### src/rtl/conv2d_fold_scheduler.sv
// rtl/conv2d_fold_scheduler.sv - walks pixel -> NF -> SF fold nest, issuing MAC steps and weight rows
module conv2d_fold_scheduler #(
  parameter int PE     = 16,
  parameter int SIMD   = 8,
  parameter int K      = 3,
  parameter int IFM_CH = 32,
  parameter int OFM_CH = 64,
  parameter int PIX_W  = 16,
  localparam int SF    = K * K * IFM_CH / SIMD,
  localparam int NF    = OFM_CH / PE,
  localparam int WA_W  = $clog2(SF * NF)
) (
  input  logic             clk,
  input  logic             rst,
  input  logic             start,
  input  logic [PIX_W-1:0] cfg_num_pix,
  input  logic             in_valid,
  output logic             in_ready,
  input  logic             out_ready,
  output logic             step_valid,
  output logic [WA_W-1:0]  wgt_addr,
  output logic             acc_clear,
  output logic             acc_last,
  output logic             busy,
  output logic             done
);

  localparam int SF_W = (SF > 1) ? $clog2(SF) : 1;
  localparam int NF_W = (NF > 1) ? $clog2(NF) : 1;

  if ((K * K * IFM_CH) % SIMD != 0) begin : g_bad_simd
    $error("K*K*IFM_CH must be a multiple of SIMD");
  end
  if (OFM_CH % PE != 0) begin : g_bad_pe
    $error("OFM_CH must be a multiple of PE");
  end

  typedef enum logic {IDLE, RUN} state_t;

  state_t           state, state_nxt;
  logic [SF_W-1:0]  sf;
  logic [NF_W-1:0]  nf;
  logic [PIX_W-1:0] pix, npix;
  logic             done_q;
  logic             sf_end, nf_end, pix_end, last_step;

  assign sf_end    = (sf == SF_W'(SF - 1));
  assign nf_end    = (nf == NF_W'(NF - 1));
  assign pix_end   = (pix == npix - PIX_W'(1));
  assign last_step = step_valid && sf_end && nf_end && pix_end;

  always_ff @(posedge clk) begin
    if (rst) state <= IDLE;
    else     state <= state_nxt;
  end

  always_comb begin
    state_nxt = state;
    case (state)
      IDLE:    if (start && cfg_num_pix != '0) state_nxt = RUN;
      RUN:     if (last_step) state_nxt = IDLE;
      default: state_nxt = IDLE;
    endcase
  end

  // Everything is forced low while rst is asserted, even before the reset edge lands.
  always_comb begin
    busy       = 1'b0;
    in_ready   = 1'b0;
    step_valid = 1'b0;
    acc_clear  = 1'b0;
    acc_last   = 1'b0;
    wgt_addr   = '0;
    done       = 1'b0;
    if (!rst) begin
      busy       = (state == RUN);
      in_ready   = busy && (!sf_end || out_ready);
      step_valid = in_ready && in_valid;
      acc_clear  = step_valid && (sf == '0);
      acc_last   = step_valid && sf_end;
      wgt_addr   = WA_W'(nf) * WA_W'(SF) + WA_W'(sf);
      done       = done_q;
    end
  end

  always_ff @(posedge clk) begin
    if (rst) begin
      sf     <= '0;
      nf     <= '0;
      pix    <= '0;
      npix   <= '0;
      done_q <= 1'b0;
    end else begin
      done_q <= 1'b0;
      if (state == IDLE) begin
        if (start) begin
          npix <= cfg_num_pix;
          if (cfg_num_pix == '0) done_q <= 1'b1;
        end
      end else if (step_valid) begin
        if (last_step) begin
          sf     <= '0;
          nf     <= '0;
          pix    <= '0;
          done_q <= 1'b1;
        end else if (sf_end) begin
          sf <= '0;
          if (nf_end) begin
            nf  <= '0;
            pix <= pix + PIX_W'(1);
          end else begin
            nf <= nf + NF_W'(1);
          end
        end else begin
          sf <= sf + SF_W'(1);
        end
      end
    end
  end

endmodule
### config.mk
export PLATFORM = sky130hd
export DESIGN_NAME = conv2d_fold_scheduler
export DESIGN_NICKNAME = d
export VERILOG_FILES = /design/src/rtl/conv2d_fold_scheduler.sv
export SDC_FILE = /design/constraint.sdc
export NUM_CORES = 1
export LEC_CHECK = 0
export CORE_MARGIN = 2
export CORE_UTILIZATION = 59
export CTS_CLUSTER_DIAMETER = 150
export DETAILED_ROUTE_END_ITERATION = 10
export GPL_ROUTABILITY_DRIVEN = 0
export HOLD_SLACK_MARGIN = 0.12
export PLACE_DENSITY = 0.85
export RECOVER_POWER = 100
export SYNTH_ARGS = -nofsm -noshare
export SYNTH_HDL_FRONTEND = slang
export SYNTH_SLANG_ARGS = --single-unit
export TNS_END_PERCENT = 20
### constraint.sdc
create_clock -name clk -period 5.53 [get_ports clk]
set_input_delay 1.3825 -clock clk [delete_from_list [all_inputs] [get_ports clk]]
set_output_delay 1.3825 -clock clk [all_outputs]
set_load 0.03 [all_outputs]
; Yosys cells after proc, flatten, opt, wreduce, memory -nomap -nowiden
; Index checks and enable logic that the tools add are counted.
; W data, S select, Z words.
[word_totals]
output_inout_bits = 14
ram_bits = 0
word_cells = 58
memories = 0
inputBits = 21
reg_bits = 42
romBits = 0
latch_bits = 0
[classes]
bitwise_logic = 1
n_shift = 0
magnitude_cmp = 0
n_eq_ne = 3
n_div = 0
mux = 23
n_mul = 1
add_sub_neg = 5
reduce_logical = 19
[op_table]
columns = operator, count
row1 = $mux W16, 3
row2 = $add A16 B1 Y16 const B, 1
row3 = $eq A16 B16 Y1, 1
row4 = $logic_not A16 Y1, 1
row5 = $reduce_bool A16 Y1, 1
row6 = $sub A16 B1 Y16 const B, 1
row7 = $mux W1, 13
row8 = $mux W6, 2
row9 = $add A8 B6 Y8, 1
row10 = $logic_and A1 B1 Y1, 8
row11 = $mux W8, 1
row12 = $add A6 B1 Y6 const B, 1
row13 = $eq A6 B6 Y1 const B, 1
row14 = $logic_not A6 Y1, 1
row15 = $mul A2 B4 Y6 const B, 1
row16 = $mux W2, 3
row17 = $reduce_and A2 Y1, 2
row18 = $reduce_and A4 Y1, 1
row19 = $reduce_bool A2 Y1, 2
row20 = $reduce_and A3 Y1, 1
row21 = $add A2 B1 Y2 const B, 1
row22 = $eq A2 B2 Y1 const B, 1
row23 = $pmux W1 S2, 1
row24 = $logic_not A1 Y1, 1
row25 = other kinds (2), 2

; Logic depth before layout (Yosys ltp)
; Gate-level depths: netlist of run 1.
[depth]
depth_word = 12
mapped_depth = 10
ltp_nobuf = 9

; Least setup slack after synthesis of run 1
; OpenSTA, ideal clock, no wires.
[synth_timing]
path_kind = in2out
from = input port rst
to = output port acc_clear
arrival_ns = 3.172
n_path_buf = 1
stages = 4
path_slack_ns = 0.976
required_ns = 4.148
cell_sequence = clkbuf_1 -> nor2b_1 -> nand2_1 -> nor4_1
[synth_between]
elab_chain_cells = 1
[synth_rtl]
columns = item, line
row1 = "start, declared", 14  ; input logic rst,
row2 = $mux W1, 75  ; if (!rst) begin
row3 = "end, declared", 22  ; output logic acc_clear,
; Every way passes these cells.

; Final worst setup path of run 1
; Same ends and word-level chain as after synthesis.

==> results of run 1 <==
==> Yosys cell counts, types with 2 or more instances <==
| cell type | number | area share [%] |
|---|---|---|
| sky130_fd_sc_hd__buf_1 | 3 | 0.44 |
| sky130_fd_sc_hd__nand2_1 | 47 | 6.8 |
| sky130_fd_sc_hd__nor3_1 | 12 | 2.3 |
| sky130_fd_sc_hd__dfxtp_1 | 42 | 33 |
| sky130_fd_sc_hd__nor2b_1 | 9 | 2.2 |
| sky130_fd_sc_hd__a31oi_1 | 3 | 0.73 |
| sky130_fd_sc_hd__a21oi_1 | 25 | 4.8 |
| sky130_fd_sc_hd__xor2_1 | 13 | 4.4 |
| sky130_fd_sc_hd__o21ai_0 | 3 | 0.58 |
| sky130_fd_sc_hd__mux2i_1 | 2 | 0.78 |
| sky130_fd_sc_hd__nand4_1 | 7 | 1.7 |
| sky130_fd_sc_hd__nand3_1 | 10 | 1.9 |
| sky130_fd_sc_hd__clkbuf_1 | 9 | 1.3 |
| sky130_fd_sc_hd__nor2_1 | 36 | 5.2 |
| sky130_fd_sc_hd__xnor2_1 | 24 | 8.1 |
| sky130_fd_sc_hd__and2_1 | 2 | 0.48 |
| sky130_fd_sc_hd__or3_1 | 3 | 0.73 |
| sky130_fd_sc_hd__nor3b_1 | 6 | 1.7 |
| sky130_fd_sc_hd__buf_6 | 2 | 0.87 |
| sky130_fd_sc_hd__o211ai_1 | 2 | 0.58 |
| sky130_fd_sc_hd__nor4_1 | 7 | 1.7 |
| sky130_fd_sc_hd__inv_1 | 9 | 1.3 |
| sky130_fd_sc_hd__o211a_1 | 2 | 0.78 |
| sky130_fd_sc_hd__and3_1 | 3 | 0.73 |
| sky130_fd_sc_hd__ha_1 | 9 | 4.4 |
| sky130_fd_sc_hd__or4_1 | 2 | 0.58 |
| sky130_fd_sc_hd__nand3b_1 | 2 | 0.58 |
==> worst paths after layout <==
| check | from | endpoint | cells past startpoint |
|---|---|---|---|
| min reg2reg | npix[1] | npix[1] | 2 |
| max reg2reg | npix[0] | pix[11] | 9 |
| min | npix[1] | npix[1] | 2 |
| max | rst | acc_clear | 6 |
==> logic make-up (layout without fill, tap and decap cells) <==
| logic type | count (synthesis) | count (layout) |
|---|---|---|
| buffers and inverters | 23 | 52 |
| and+or+nand+nor | 157 | 157 |
| AOI/OAI and AO/OA | 50 | 50 |
| xor gates and xnor gates | 37 | 37 |
| muxes | 3 | 3 |
| adders and majority gates | 10 | 10 |
| DFF | 42 | 42 |
==> worst register-to-register path, cell delays in order, from the launching register on <==
cell	delay, ns
sky130_fd_sc_hd__dfxtp_1	0.35
sky130_fd_sc_hd__inv_1	0.08
sky130_fd_sc_hd__ha_1	0.22
sky130_fd_sc_hd__nor4b_2	0.58
sky130_fd_sc_hd__nand3_1	0.21
sky130_fd_sc_hd__xor2_1	0.18
sky130_fd_sc_hd__a211o_1	0.31
sky130_fd_sc_hd__a2111oi_1	1.47
sky130_fd_sc_hd__a21o_1	0.53
sky130_fd_sc_hd__nor2_1	0.10
==> cell usage in the layout (no fill, tap or decap), types with 2 or more instances in the layout <==
cell | netlist | routed
sky130_fd_sc_hd__nand2_1 | 47 | 47
sky130_fd_sc_hd__dfxtp_1 | 42 | 42
sky130_fd_sc_hd__nor2_1 | 36 | 36
sky130_fd_sc_hd__a21oi_1 | 25 | 25
sky130_fd_sc_hd__xnor2_1 | 24 | 24
sky130_fd_sc_hd__clkdlybuf4s50_1 | 0 | 18
sky130_fd_sc_hd__dlygate4sd3_1 | 0 | 15
sky130_fd_sc_hd__xor2_1 | 13 | 13
sky130_fd_sc_hd__nor3_1 | 12 | 12
sky130_fd_sc_hd__nand3_1 | 10 | 10
sky130_fd_sc_hd__inv_1 | 9 | 9
sky130_fd_sc_hd__nor2b_1 | 9 | 9
sky130_fd_sc_hd__ha_1 | 9 | 9
sky130_fd_sc_hd__nor4_1 | 7 | 7
sky130_fd_sc_hd__nand4_1 | 7 | 7
sky130_fd_sc_hd__nor3b_1 | 6 | 6
sky130_fd_sc_hd__clkbuf_8 | 0 | 5
sky130_fd_sc_hd__clkbuf_1 | 9 | 4
sky130_fd_sc_hd__or3_1 | 3 | 3
sky130_fd_sc_hd__and3_1 | 3 | 3
sky130_fd_sc_hd__a31oi_1 | 3 | 3
sky130_fd_sc_hd__o21ai_0 | 3 | 3
sky130_fd_sc_hd__o211a_1 | 2 | 2
sky130_fd_sc_hd__nand3b_1 | 2 | 2
sky130_fd_sc_hd__or4_1 | 2 | 2
sky130_fd_sc_hd__o211ai_1 | 2 | 2
sky130_fd_sc_hd__a21o_1 | 1 | 2
sky130_fd_sc_hd__and2_1 | 2 | 2
sky130_fd_sc_hd__mux2i_1 | 2 | 2
==> cell type report <==
type,instances,area (um2)
Tap cell,52,65.06
Timing Repair Buffer,36,345.3
Fill cell,377,1319
Inverter,9,33.78
Clock buffer,7,76.32
Sequential cell,42,840.8
Multi-Input combinational cell,257,1614
==> routing by layer <==
| metal | wire [um] | track usage (%) | vias to the layer above |
|---|---|---|---|
| li1 | - | - | 1180 |
| met1 | 2517 | 28.89 | 1101 |
| met2 | 2828 | 44.97 | 47 |
| met3 | 169 | 4.329 | 11 |
| met4 | 68 | 7.692 | 0 |
| met5 | 0 | 0 | - |
==> power by group through the flow <==
stage / combinational, mW / clock [mW] / sequential (mW)
after detailed placement: 0.108 / 0 / 0.330
after CTS: 0.108 / 0.189 / 0.323
final: 0.104 / 0.183 / 0.323
after global routing: 0.116 / 0.200 / 0.324
after global placement: 0.104 / 0 / 0.330
after floorplan: 0.0782 / 0 / 0.326
==> stage by stage <==
step                cell area (um2)  hold slack [ns]
global route                   2975           0.5210
finish                         2975           0.4937
CTS                            3008           0.4960
detailed placement             2932           0.4857
floorplan                      2581           0.4488
global placement               2932           0.4774
==> sequential cells by signal (all words and copies together), names as in the netlist <==
| register | count |
|---|---|
| nf | 2 |
| done_q | 1 |
| npix | 16 |
| state | 1 |
| sf | 6 |
| pix | 16 |
==> reports/qor.csv, run 1 <==
stage,metric,value,unit
clock_network,"CTS clk-pin slew, worst paths",0.07,ns
timing,count of final max-slew check failures,10,
timing,slack of the critical path,0.5869,ns
drt,post-DR wirelength/cell,13.85,um
floorplanning,number of primary I/O pins,35,
layout,fraction of layout instances using a drive strength above 1,4.558,%
layout,Final Net Count,382,
synthesis,number of library cell types mapped by synthesis,55,
flow_run,max-capacitance violation count,1,
drt,Remaining DRCs,0,
synthesis,"Top FF cell, synth",sky130_fd_sc_hd__dfxtp_1,
synthesis,synthesized area per cell,8.016,um2
critical_path,critical path arrival,3.56,ns
power_and_ir_drop,net switching power,162.7,uW
drt,post-route antenna net violation count,0,
synthesis,post-synthesis cell count,322,
power_and_ir_drop,Overall Power,609.6,uW
clock_network,CTS-repair resized insts,0,
grt,number of antenna violations at the first check in global routing,0,
synthesis,post-synthesis cell area,2581,um2
power_and_ir_drop,P per Cell Area,204.9,nW/um2
grt,wire length of the first global-routing pass,9922,um
floorplanning,Die Outline Area,4920,um2
critical_path,worst-path maximum fanout,13,
grt,Overall Global Routing Usage,24.55,%
critical_path,startpoint kind of the worst setup timing path,primary input,
drt,vias per std cell,5.804,
layout,Synth-to-Final Area Change,15.27,%
timing,time the final worst path needs with I/O delays and setup,4.943,ns
timing,"Setup violations, final",0,
grt,total overflow reported by the global router,0,
synthesis,dominant combinational cell family by area after synthesis,simple AND/OR/NAND/NOR gates,
floorplanning,width of the chip,70.15,um
critical_path,number of buffer and inverter stages on the critical path,3,
critical_path,CP Capture Type,output port,
floorplanning,height of the chip,70.15,um
power_and_ir_drop,largest voltage drop on the vdd net,0.0001023,V
timing,highest achievable clock rate,202.3,MHz
clock_network,total CTS buffers,5,
run_status,violations in the final reports,"capacitance limit, slew limit",
synthesis,"Async S/R FF share, synth",0,%
place,dpl cells,396,
power_and_ir_drop,Static Leak,1.088,nW
clock_network,CTS sink cnt,42,
critical_path,Setup CP Type,primary input to output port,
power_and_ir_drop,clock network fraction of total power,30.0,%
place,PortBufs,34,
synthesis,proportion of synthesized area in mux cells,1.212,%
synthesis,synthesized-area fraction occupied by and/or/nand/nor cells,31.17,%
place,placed wire-length estimate after detailed placement,4216,um
synthesis,xor/xnor cell area share of the yosys netlist,12.55,%
critical_path,cell chain of the critical path,dlygate4sd3_1 > clkbuf_1 > nor2b_1 > nand2_1 > nor4_1 > dlygate4sd3_1,
critical_path,critical path data required time,4.15,ns
layout,Post-Layout Cell Count,403,
clock_network,Clock Root Buffer,sky130_fd_sc_hd__clkbuf_8,
place,worst slack after detailed placement,0.8708,ns
synthesis,sequential fraction of the synthesis area,32.57,%
timing,worst clock skew,0.004605,ns
clock_network,buffer levels on the longest clock path,2,
grt,vias in the first global route,2297,
layout,ANT cells,0,
drt,total length of routed wires,5583,um
layout,fin util,69.29,%
clock_network,Skew-Pair Late Insertion Delay,0.29,ns
critical_path,Slowest Stage Delay on Critical Path,0.78,ns
clock_network,"Hold-fix buffers, CTS",0,
synthesis,syn_nets,353,
grt,largest net degree at the start of global routing,30,
floorplanning,site row count,24,
clock_network,number of levels the H-tree was split into,2,
floorplanning,core area,4294,um2
synthesis,area fraction in compound gates after synthesis,13.43,%
power_and_ir_drop,share of total power consumed by net switching,26.69,%
critical_path,r2r setup slk,1.39,ns
timing,final hold violations,0,
timing,worst slew slack as a fraction of its limit,-20.97,%
drt,initial detailed-routing violation count,85,
synthesis,number of synthesized register bits,42,
run_status,status,"complete, but fails checks",
timing,setup_tns,0,ns
worst_hold_path,type of the worst min-delay path,register to register,
timing,Least-Margin Pin Slew,1.810,ns
critical_path,"most used cell, CP",sky130_fd_sc_hd__dlygate4sd3_1,
clock_network,number of buffers added for setup after CTS,0,
drt,number of iterations in the first detailed-routing pass,4,
synthesis,number of enable flip-flop cells after synthesis,0,
power_and_ir_drop,cell-internal power,446.9,uW
synthesis,warnings from Yosys,0,
critical_path,CP max stage cell,sky130_fd_sc_hd__dlygate4sd3_1,
timing,final period utilization,89.39,%
synthesis,area share of fa/ha/maj cells after synthesis,5.138,%
power_and_ir_drop,sequential group share of total power,52.9,%
critical_path,kind of cell adding the most delay to the critical path,buffers and inverters,
floorplanning,initial standard-cell utilization of the core,60.11,%
drt,count of vias placed by the detailed router,2339,
clock_network,CTS tree,done,
power_and_ir_drop,combinational share of power,17.1,%
timing,setup repair after global routing missed its margin,no,
No activity file was read; power rests on OpenSTA's default activity.
==> run 2, diff against run 1 <==
--- a/config.mk
+++ b/config.mk
@@ -7,7 +7,6 @@
 export LEC_CHECK = 0
 export CORE_MARGIN = 2
 export CORE_UTILIZATION = 59
-export CTS_CLUSTER_DIAMETER = 150
 export DETAILED_ROUTE_END_ITERATION = 10
 export GPL_ROUTABILITY_DRIVEN = 0
 export HOLD_SLACK_MARGIN = 0.12
==> results of run 2 <==
Final layout, timing and power as in run 1 (identical DEF).
